==> src/rtl/mem_arb_pkg.sv <==
// Shared types and sizing helpers for the unified memory-port arbiter.
package mem_arb_pkg;

  typedef enum logic [1:0] {
    ARB_IDLE     = 2'd0,
    ARB_IF_BUSY  = 2'd1,
    ARB_MEM_BUSY = 2'd2
  } arb_state_e;

  function automatic int streak_w(input int max_streak);
    return (max_streak < 2) ? 1 : $clog2(max_streak + 1);
  endfunction

  function automatic int timeout_w(input int timeout_cycles);
    return (timeout_cycles < 2) ? 1 : $clog2(timeout_cycles + 1);
  endfunction

endpackage

==> src/rtl/bus_watchdog.sv <==
// Down-counter that fires a one-cycle expire when a bus transfer waits too long.
// TIMEOUT_CYCLES of 0 disables it.
module bus_watchdog
  import mem_arb_pkg::*;
#(
  parameter int TIMEOUT_CYCLES = 255
) (
  input  logic clk,
  input  logic rst_n,
  input  logic load,
  input  logic en,
  input  logic hit,
  output logic expire
);

  localparam int TW = timeout_w(TIMEOUT_CYCLES);

  logic [TW-1:0] cnt_q;

  always_ff @(posedge clk or negedge rst_n) begin
    if (!rst_n) begin
      cnt_q <= '0;
    end else if (load) begin
      cnt_q <= TW'(TIMEOUT_CYCLES);
    end else if (en && !hit && (cnt_q != '0)) begin
      cnt_q <= cnt_q - TW'(1);
    end
  end

  // The last waiting cycle is the one that sees the count at 1.
  assign expire = (TIMEOUT_CYCLES != 0) && en && !hit && (cnt_q == TW'(1));

endmodule

==> src/rtl/mem_port_arbiter.sv <==
// Arbitrates one single-ported memory bus between instruction fetch and the MEM-stage
// load/store path; MEM has priority, bounded by a streak limit while a fetch waits.
module mem_port_arbiter
  import mem_arb_pkg::*;
#(
  parameter int XLEN           = 32,
  parameter int MAX_MEM_STREAK = 4,
  parameter int TIMEOUT_CYCLES = 255
) (
  input  logic              clk,
  input  logic              rst_n,
  input  logic              if_req,
  input  logic [XLEN-1:0]   if_addr,
  input  logic              if_flush,
  output logic [XLEN-1:0]   if_rdata,
  output logic              if_valid,
  input  logic              mem_rd,
  input  logic              mem_wr,
  input  logic [XLEN-1:0]   mem_addr,
  input  logic [XLEN-1:0]   mem_wdata,
  input  logic [XLEN/8-1:0] mem_wstrb,
  output logic [XLEN-1:0]   mem_rdata,
  output logic              mem_done,
  output logic              stall_if,
  output logic              stall_mem,
  output logic              bus_req,
  output logic              bus_we,
  output logic [XLEN-1:0]   bus_addr,
  output logic [XLEN-1:0]   bus_wdata,
  output logic [XLEN/8-1:0] bus_wstrb,
  input  logic              bus_ready,
  input  logic [XLEN-1:0]   bus_rdata,
  output logic              bus_err,
  output arb_state_e        dbg_state
);

  // Handshakes: bus_req rises the cycle after a grant and holds addr/we/wdata/wstrb
  // stable until a cycle with bus_req & bus_ready; each requester holds its request
  // until its one-cycle done/valid pulse, and is not re-granted during that pulse.

  localparam int              SW         = streak_w(MAX_MEM_STREAK);
  localparam logic [SW-1:0]   STREAK_MAX = SW'(MAX_MEM_STREAK);

  arb_state_e    state_q, state_d;
  logic [SW-1:0] streak_q;
  logic          drop_q;
  logic          if_elig, mem_elig, force_if;
  logic          grant_if, grant_mem;
  logic          busy, xfer_done, expire, finish, drop_now;

  assign if_elig   = if_req & ~if_flush & ~if_valid;
  assign mem_elig  = (mem_rd | mem_wr) & ~mem_done;
  assign force_if  = if_elig & (streak_q == STREAK_MAX);
  assign xfer_done = busy & bus_req & bus_ready;
  assign finish    = xfer_done | expire;
  // A flush landing in the completion cycle itself must also suppress the pulse.
  assign drop_now  = drop_q | ((state_q == ARB_IF_BUSY) & if_flush);

  always_ff @(posedge clk or negedge rst_n) begin
    if (!rst_n) state_q <= ARB_IDLE;
    else        state_q <= state_d;
  end

  always_comb begin
    state_d   = state_q;
    grant_if  = 1'b0;
    grant_mem = 1'b0;
    case (state_q)
      ARB_IDLE: begin
        if (force_if) begin
          grant_if = 1'b1;
          state_d  = ARB_IF_BUSY;
        end else if (mem_elig) begin
          grant_mem = 1'b1;
          state_d   = ARB_MEM_BUSY;
        end else if (if_elig) begin
          grant_if = 1'b1;
          state_d  = ARB_IF_BUSY;
        end
      end
      ARB_IF_BUSY, ARB_MEM_BUSY: begin
        if (finish) state_d = ARB_IDLE;
      end
      default: state_d = ARB_IDLE;
    endcase
  end

  always_comb begin
    busy      = (state_q != ARB_IDLE);
    stall_if  = if_req & ~if_valid;
    stall_mem = (mem_rd | mem_wr) & ~mem_done;
    dbg_state = state_q;
  end

  bus_watchdog #(
    .TIMEOUT_CYCLES(TIMEOUT_CYCLES)
  ) u_watchdog (
    .clk   (clk),
    .rst_n (rst_n),
    .load  (grant_if | grant_mem),
    .en    (busy),
    .hit   (bus_ready),
    .expire(expire)
  );

  always_ff @(posedge clk or negedge rst_n) begin
    if (!rst_n) begin
      bus_req   <= 1'b0;
      bus_we    <= 1'b0;
      bus_addr  <= '0;
      bus_wdata <= '0;
      bus_wstrb <= '0;
      if_valid  <= 1'b0;
      if_rdata  <= '0;
      mem_done  <= 1'b0;
      mem_rdata <= '0;
    end else begin
      if_valid <= 1'b0;
      mem_done <= 1'b0;
      if (grant_if) begin
        bus_req   <= 1'b1;
        bus_we    <= 1'b0;
        bus_addr  <= if_addr;
        bus_wdata <= '0;
        bus_wstrb <= '1;
      end else if (grant_mem) begin
        // A simultaneous read+write request is serviced as a write.
        bus_req   <= 1'b1;
        bus_we    <= mem_wr;
        bus_addr  <= mem_addr;
        bus_wdata <= mem_wr ? mem_wdata : '0;
        bus_wstrb <= mem_wr ? mem_wstrb : '1;
      end else if (finish) begin
        bus_req <= 1'b0;
      end
      if (finish && (state_q == ARB_IF_BUSY)) begin
        if_valid <= ~drop_now;
        if_rdata <= xfer_done ? bus_rdata : '0;
      end
      if (finish && (state_q == ARB_MEM_BUSY)) begin
        mem_done  <= 1'b1;
        mem_rdata <= xfer_done ? bus_rdata : '0;
      end
    end
  end

  always_ff @(posedge clk or negedge rst_n) begin
    if (!rst_n) begin
      streak_q <= '0;
      drop_q   <= 1'b0;
      bus_err  <= 1'b0;
    end else begin
      if (grant_if || !if_req) begin
        streak_q <= '0;
      end else if (grant_mem && (streak_q != STREAK_MAX)) begin
        streak_q <= streak_q + SW'(1);
      end
      if (finish && (state_q == ARB_IF_BUSY)) begin
        drop_q <= 1'b0;
      end else if ((state_q == ARB_IF_BUSY) && if_flush) begin
        drop_q <= 1'b1;
      end
      if (expire) bus_err <= 1'b1;
    end
  end

endmodule

==> config.mk <==
export PLATFORM = sky130hd
export DESIGN_NAME = mem_port_arbiter
export DESIGN_NICKNAME = d
export VERILOG_FILES = /design/src/rtl/mem_arb_pkg.sv /design/src/rtl/bus_watchdog.sv /design/src/rtl/mem_port_arbiter.sv
export SDC_FILE = /design/constraint.sdc
export NUM_CORES = 1
export LEC_CHECK = 0
export ABC_AREA = 1
export CORE_MARGIN = 3
export CORE_UTILIZATION = 46
export DETAILED_ROUTE_END_ITERATION = 6
export PLACE_DENSITY_LB_ADDON = 0.25
export SYNTH_ARGS = -nofsm -noshare
export SYNTH_HDL_FRONTEND = slang
export SYNTH_SLANG_ARGS = --single-unit
==> constraint.sdc <==
create_clock -name clk -period 3.15 [get_ports clk]
set_input_delay 0.63 -clock clk [delete_from_list [all_inputs] [get_ports clk]]
set_output_delay 0.63 -clock clk [all_outputs]
set_load 0.005 [all_outputs]
---- Word level (Yosys, flattened, before mapping) ----
Cells that the tools add are included.
operators by class
  add/subtract/negate cells ............... 2
  equality and inequality tests ........... 7
  muxes and demuxes ....................... 34
  bitwise operators ....................... 16
  reductions and logical operators ........ 20
operator list
  kind                 number
  $mux 32              6
  $mux 1               16
  $mux 8               2
  $mux 4               3
  $reduce_bool 2->1    5
  $and 1x1->1          8
  $eq 8x1->1 const B   1
  $mux 2               4
  $reduce_bool 8->1    1
  $sub 8x1->8 const B  1
  $logic_and 1x1->1    7
  $mux 3               2
  $ne 4x4->1 const B   1
  $not 1->1            4
  $or 1x1->1           4
  $pmux 2 s2           1
  $add 3x1->3 const B  1
  $eq 3x3->1 const B   1
  $ne 3x3->1 const B   1
  $reduce_bool 3->1    1
  $eq 2x1->1 const B   1
  $eq 2x2->1 const B   1
  $logic_not 1->1      2
  $logic_not 2->1      1
  4 further kinds      4
storage, ports and cells
  flip-flop bits (word level) ............. 151
  output and inout bits ................... 141
  word-level logic and storage cells ...... 93

---- Logic depth before layout (Yosys ltp) ----
  depth in word-level cells ............... 9
  depth in mapped cells ................... 11

---- Modules after synthesis ----
From an unflattened synthesis, not the netlist that was laid out.
unflattened totals
  cell total of the unflattened synthesis .. 890
  area, all modules ....................... 7101.8 sq um
modules (own cells, without submodules)
  module            instances  cells each  area an instance (sq um)  sequential area each (sq um)
  mem_port_arbiter  1          804         6513.7                    3578.4
  bus_watchdog      1          86          588.1                     200.2

---- Worst setup path after synthesis ----
Ideal clock, no wire load.
  path type ............................... input to register
  from .................................... in if_flush
  to ...................................... reg bus_wdata[12]
  arrival time ............................ 1661 ps
  required time ........................... 3034 ps
  slack ................................... 1372 ps
  stages on the path ...................... 9
  buffers on the path ..................... 2
  path through ............................ nand3b_1 -> nor2_2 -> nand2_4 -> nand2_2 -> inv_2 -> buf_4 -> buf_4 -> nand2_1 -> nand2_1
on the way
  cells in the longest elaborated chain, start to end .. 8
RTL lines
  item                                                 RTL line                 RTL
  from (decl)                                          mem_port_arbiter.sv:14   input logic if_flush,
  $not 1->1 (*)                                        mem_port_arbiter.sv:51   assign if_elig = if_req & ~if_flush & ~if_valid;
  $and 1x1->1 (*) (2 in series)                        mem_port_arbiter.sv:51
  $mux 1                                               mem_port_arbiter.sv:76   end else if (if_elig) begin
  $mux 1                                               mem_port_arbiter.sv:73   end else if (mem_elig) begin
  $mux 1                                               mem_port_arbiter.sv:70   if (force_if) begin
  $mux 1                                               mem_port_arbiter.sv:68   case (state_q)
  $mux 32 / $reduce_bool 2->1 (equally long branches)  --
  to (signal assigned)                                 mem_port_arbiter.sv:131  bus_wdata <= mem_wr ? mem_wdata : '0;
  to (decl)                                            mem_port_arbiter.sv:29   output logic [XLEN-1:0] bus_wdata,
Every way passes the cells marked *; elsewhere a longest branch is shown, timed or not.
A chain may end at the register's enable or synchronous reset.

---- Final worst setup path ----
  from .................................... in mem_wr
  to ...................................... out stall_mem
on the way
  cells in the longest elaborated chain, start to end .. 2
RTL lines
  item         RTL line                RTL
  from (decl)  mem_port_arbiter.sv:18  input logic mem_wr,
  $or 1x1->1   mem_port_arbiter.sv:91  stall_mem = (mem_rd | mem_wr) & ~mem_done;
  $and 1x1->1  mem_port_arbiter.sv:91
  to (decl)    mem_port_arbiter.sv:25  output logic stall_mem,
Every way passes these cells.

==> metrics.md <==
| Metric | Value |
|---|---|
| Flops & latches, synth | `151` |
| Startpoint Class | `primary input` |
| Synth area leader | `dfrtp_1` |
| Maxcap violations | `0` |
| Distinct cells, synth | `24` |
| Number of inserted diodes | `0` |
| # clock sinks | `151` |
| Vias/cell | `4.95` |
| Setup TNS | `0 ns` |
| Post-layout net count | `1217` |
| Period utilisation layout | `around 83%` |
| Most frequent cell after synthesis | `nand2_1` |
| DP HPWL | `14500 um` |
| Final WL | `slightly above 20000 um` |
| Die area | `around 16000 um2` |
| Worst hold path type | `in2async` |
| Share of layout cells above drive strength 1 | `under 10%` |
| Violation count after the first detailed-route iteration | `373` |
| CTS Buffer Depth | `2` |
| Resized cells post-CTS | `0` |
| Setup WS pre-CTS | `0.518 ns` |
| Worst EP required | `2.52 ns` |
| Die Wd | `126 um` |
| Number of global-route vias before repair | `approximately 6200` |
| GRT overflow | `0` |
| Final WS setup | `~0.52 ns` |
| Yosys top cell area share | `between 50% and 60%` |
| Internal power | `6100 uW` |
| Shortest period the worst path allows | `between 2 and 3 ns` |
| Tightest Pin Transition | `0.968 ns` |
| Switching share of power | `33.1%` |
| CTS Hold Bufs | `0` |
| Core area | `between 10000 and 15000 um2` |
| Post-synth EDFFs | `0` |
| Sequential Power Share | `35.3%` |
| CTS Buf Count | `17` |
| Root Buffer | `clkbuf_16` |
| # port buffers | `279` |
| GRT Total Usage | `26.4%` |
| # H-tree levels | `4` |
| Postcts setup bufs | `0` |
| Synthesized Nets | `947` |
| TritonRoute pass-1 iters | `5` |
| Layout Utilization | `between 70% and 80%` |
| Post-DRT Antenna Nets | `0` |
| Area of the multi-input gates | `2510 um2` |
| Reg clk slew, reported paths | `0.06 ns` |
| IR drop worst, VDD | `453 uV` |
| Status | `finished clean` |
| PD cells | `between 800 and 900 nW/um2` |
| Fmax | `381 MHz` |
| Total power | `approximately 9100 uW` |
| Residual DRC | `0` |
| Async SR Flop Fraction | `100%` |
| CP max FO | `7` |
| Critical Path AT | `around 2.0 ns` |
| CTS tree | `done` |
| CP Capture Type | `primary output` |
| Mapped Area | `6580 um2` |
| WL per Instance | `~16 um` |
| WS Path Type | `in2out` |
| Synth warn | `0` |
| Register area share after synthesis | `57.4%` |
| Avg Synthesized Cell Area | `~8.2 um2` |
| Clock network power share | `a little under a quarter` |
| I/O pins | `280` |
| DP Area | `9510 um2` |
| First-pass GRT wire length | `~33000 um` |
| Antenna violations before repair | `0` |
| Clk_lat worst skew | `0.41 ns` |
| Initial core utilization | `47.2%` |
| Most area-consuming cells after synthesis | `dfrtp_1 57%, nand2_1 23%, o21ai_0 5.1%, nand3_1 3.4%, ha_1 1.7%` |
| FF+latch area | `3780 um2` |
| Final setup violation count | `0` |
| Sw power | `approximately 3000 uW` |
| P&R area growth vs syn | `54.1%` |
| GPL Wtd Cong | `just under 0.9` |
| Leak Pwr | `a little under 0.005 uW` |
| Final Max Slew Viols | `0` |
| Mapped Cells | `799` |
| Gate power share | `41.1%` |
| Number of hold violations in the final report | `0` |
| Top cells by count, synth | `410 x nand2_1, 151 x dfrtp_1, 67 x o21ai_0, 45 x nand3_1, 26 x inv_1` |
| Design Area, Final | `10100 um2` |
| # fillers | `1086` |
| Vias | `6243` |
| Pin count of the biggest net entering global routing | `79` |
| Relative slew slack | `35.4%` |
| Die height | `126 um` |
| Rows | `43` |
| Final Skew | `0.0105 ns` |
| Synth Flop Type | `dfrtp_1` |
| RSZ-0062 raised after global routing | `false` |
[routing by layer]
| metal | global-route usage, % | wire, um |
|---|---|---|
| met1 | 32.7 | 8160 |
| met2 | 43.1 | 10100 |
| met3 | 10.2 | 1980 |
| met4 | 8.10 | 344 |
| met5 | 0 | 0 |
[through the flow]
stage          std cells  hold slack (ns)
4_1_cts             1260           0.0867
3_3_place_gp        1230            0.451
2_1_floorplan        799            0.334
6_report            1260           0.0939
3_5_place_dp        1230            0.454
5_1_grt             1260           0.0960
[sequential cells by signal, indices dropped and copies added (netlist names), 2 cells and up]
name and flops:
bus_addr 32, if_rdata 32, u_watchdog.cnt_q 8, bus_wstrb 4, mem_rdata 32, streak_q 3, bus_wdata 32, dbg_state 2
[worst max-delay path, cell delays in order]
cell,delay [ns]
clkdlybuf4s50_1,0.60
nor2_2,0.12
nor2_8,0.13
clkdlybuf4s50_1,0.51
[layout by cell type, fill, tap and decap left out]
cell	netlist	final
nand2_1	410	410
clkdlybuf4s50_1	0	278
dfrtp_1	151	151
o21ai_0	67	67
nand3_1	45	45
inv_1	26	26
clkbuf_16	0	17
nor2_1	16	16
buf_4	7	11
a21oi_1	9	9
ha_1	9	9
nand3b_1	7	7
nand4_1	6	6
bufinv_16	0	4
clkbuf_8	0	4
nor2_2	3	3
nand2_4	2	2
clkbuf_1	19	2
clkinv_4	0	2
nor2_8	1	1
nand3_2	1	1
nand2_2	1	1
inv_2	1	1
nor3_1	1	1
clkinv_1	1	1
xor2_1	1	1
o211ai_1	1	1
clkinv_2	0	1
buf_6	0	1
buf_12	0	1
[power by group through the flow]
stage	sequential [uW]	clock (uW)	combinational [uW]
finish	3210	2150	3740
floorplan	3260	0	1490
global route	3320	2280	4160
detailed placement	3220	0	3770
global placement	3200	0	3700
CTS	3210	2190	3800
[layout make-up]
type | count | area share (%)
Sequential cell | 151 | 37.3
Timing Repair Buffer | 291 | 28.6
Multi-Input combinational cell | 580 | 24.7
Clock buffer | 23 | 4.81
Tap cell | 180 | 2.22
Clock inverter | 7 | 1.41
Inverter | 28 | 1.04
[cell families after synthesis]
kind of cell,after synthesis,synth area share [%]
fa+ha+maj,9,1.71
compound gates,77,5.89
xor+xnor,1,0.133
buf+inv,68,4.52
simple gates,493,30.3
flops,151,57.4
[path summary, 6_finish.rpt]
| kind | start | slack [ns] | cells after the start | to |
|---|---|---|---|---|
| worst max-delay path | mem_wr | 0.52 | 4 | stall_mem |
| worst min-delay path | rst_n | 0.09 | 1 | bus_wdata[23] |
| worst max register to register | dbg_state[0] | 1.11 | 11 | if_rdata[2] |
| worst min register to register | bus_wstrb[3] | 0.47 | 2 | bus_wstrb[3] |
| max in group asynchronous | rst_n | 2.20 | 2 | bus_addr[30] |
| min in group clk | bus_wstrb[3] | 0.47 | 2 | bus_wstrb[3] |
Note: power is estimated with default switching activity, not from simulation.
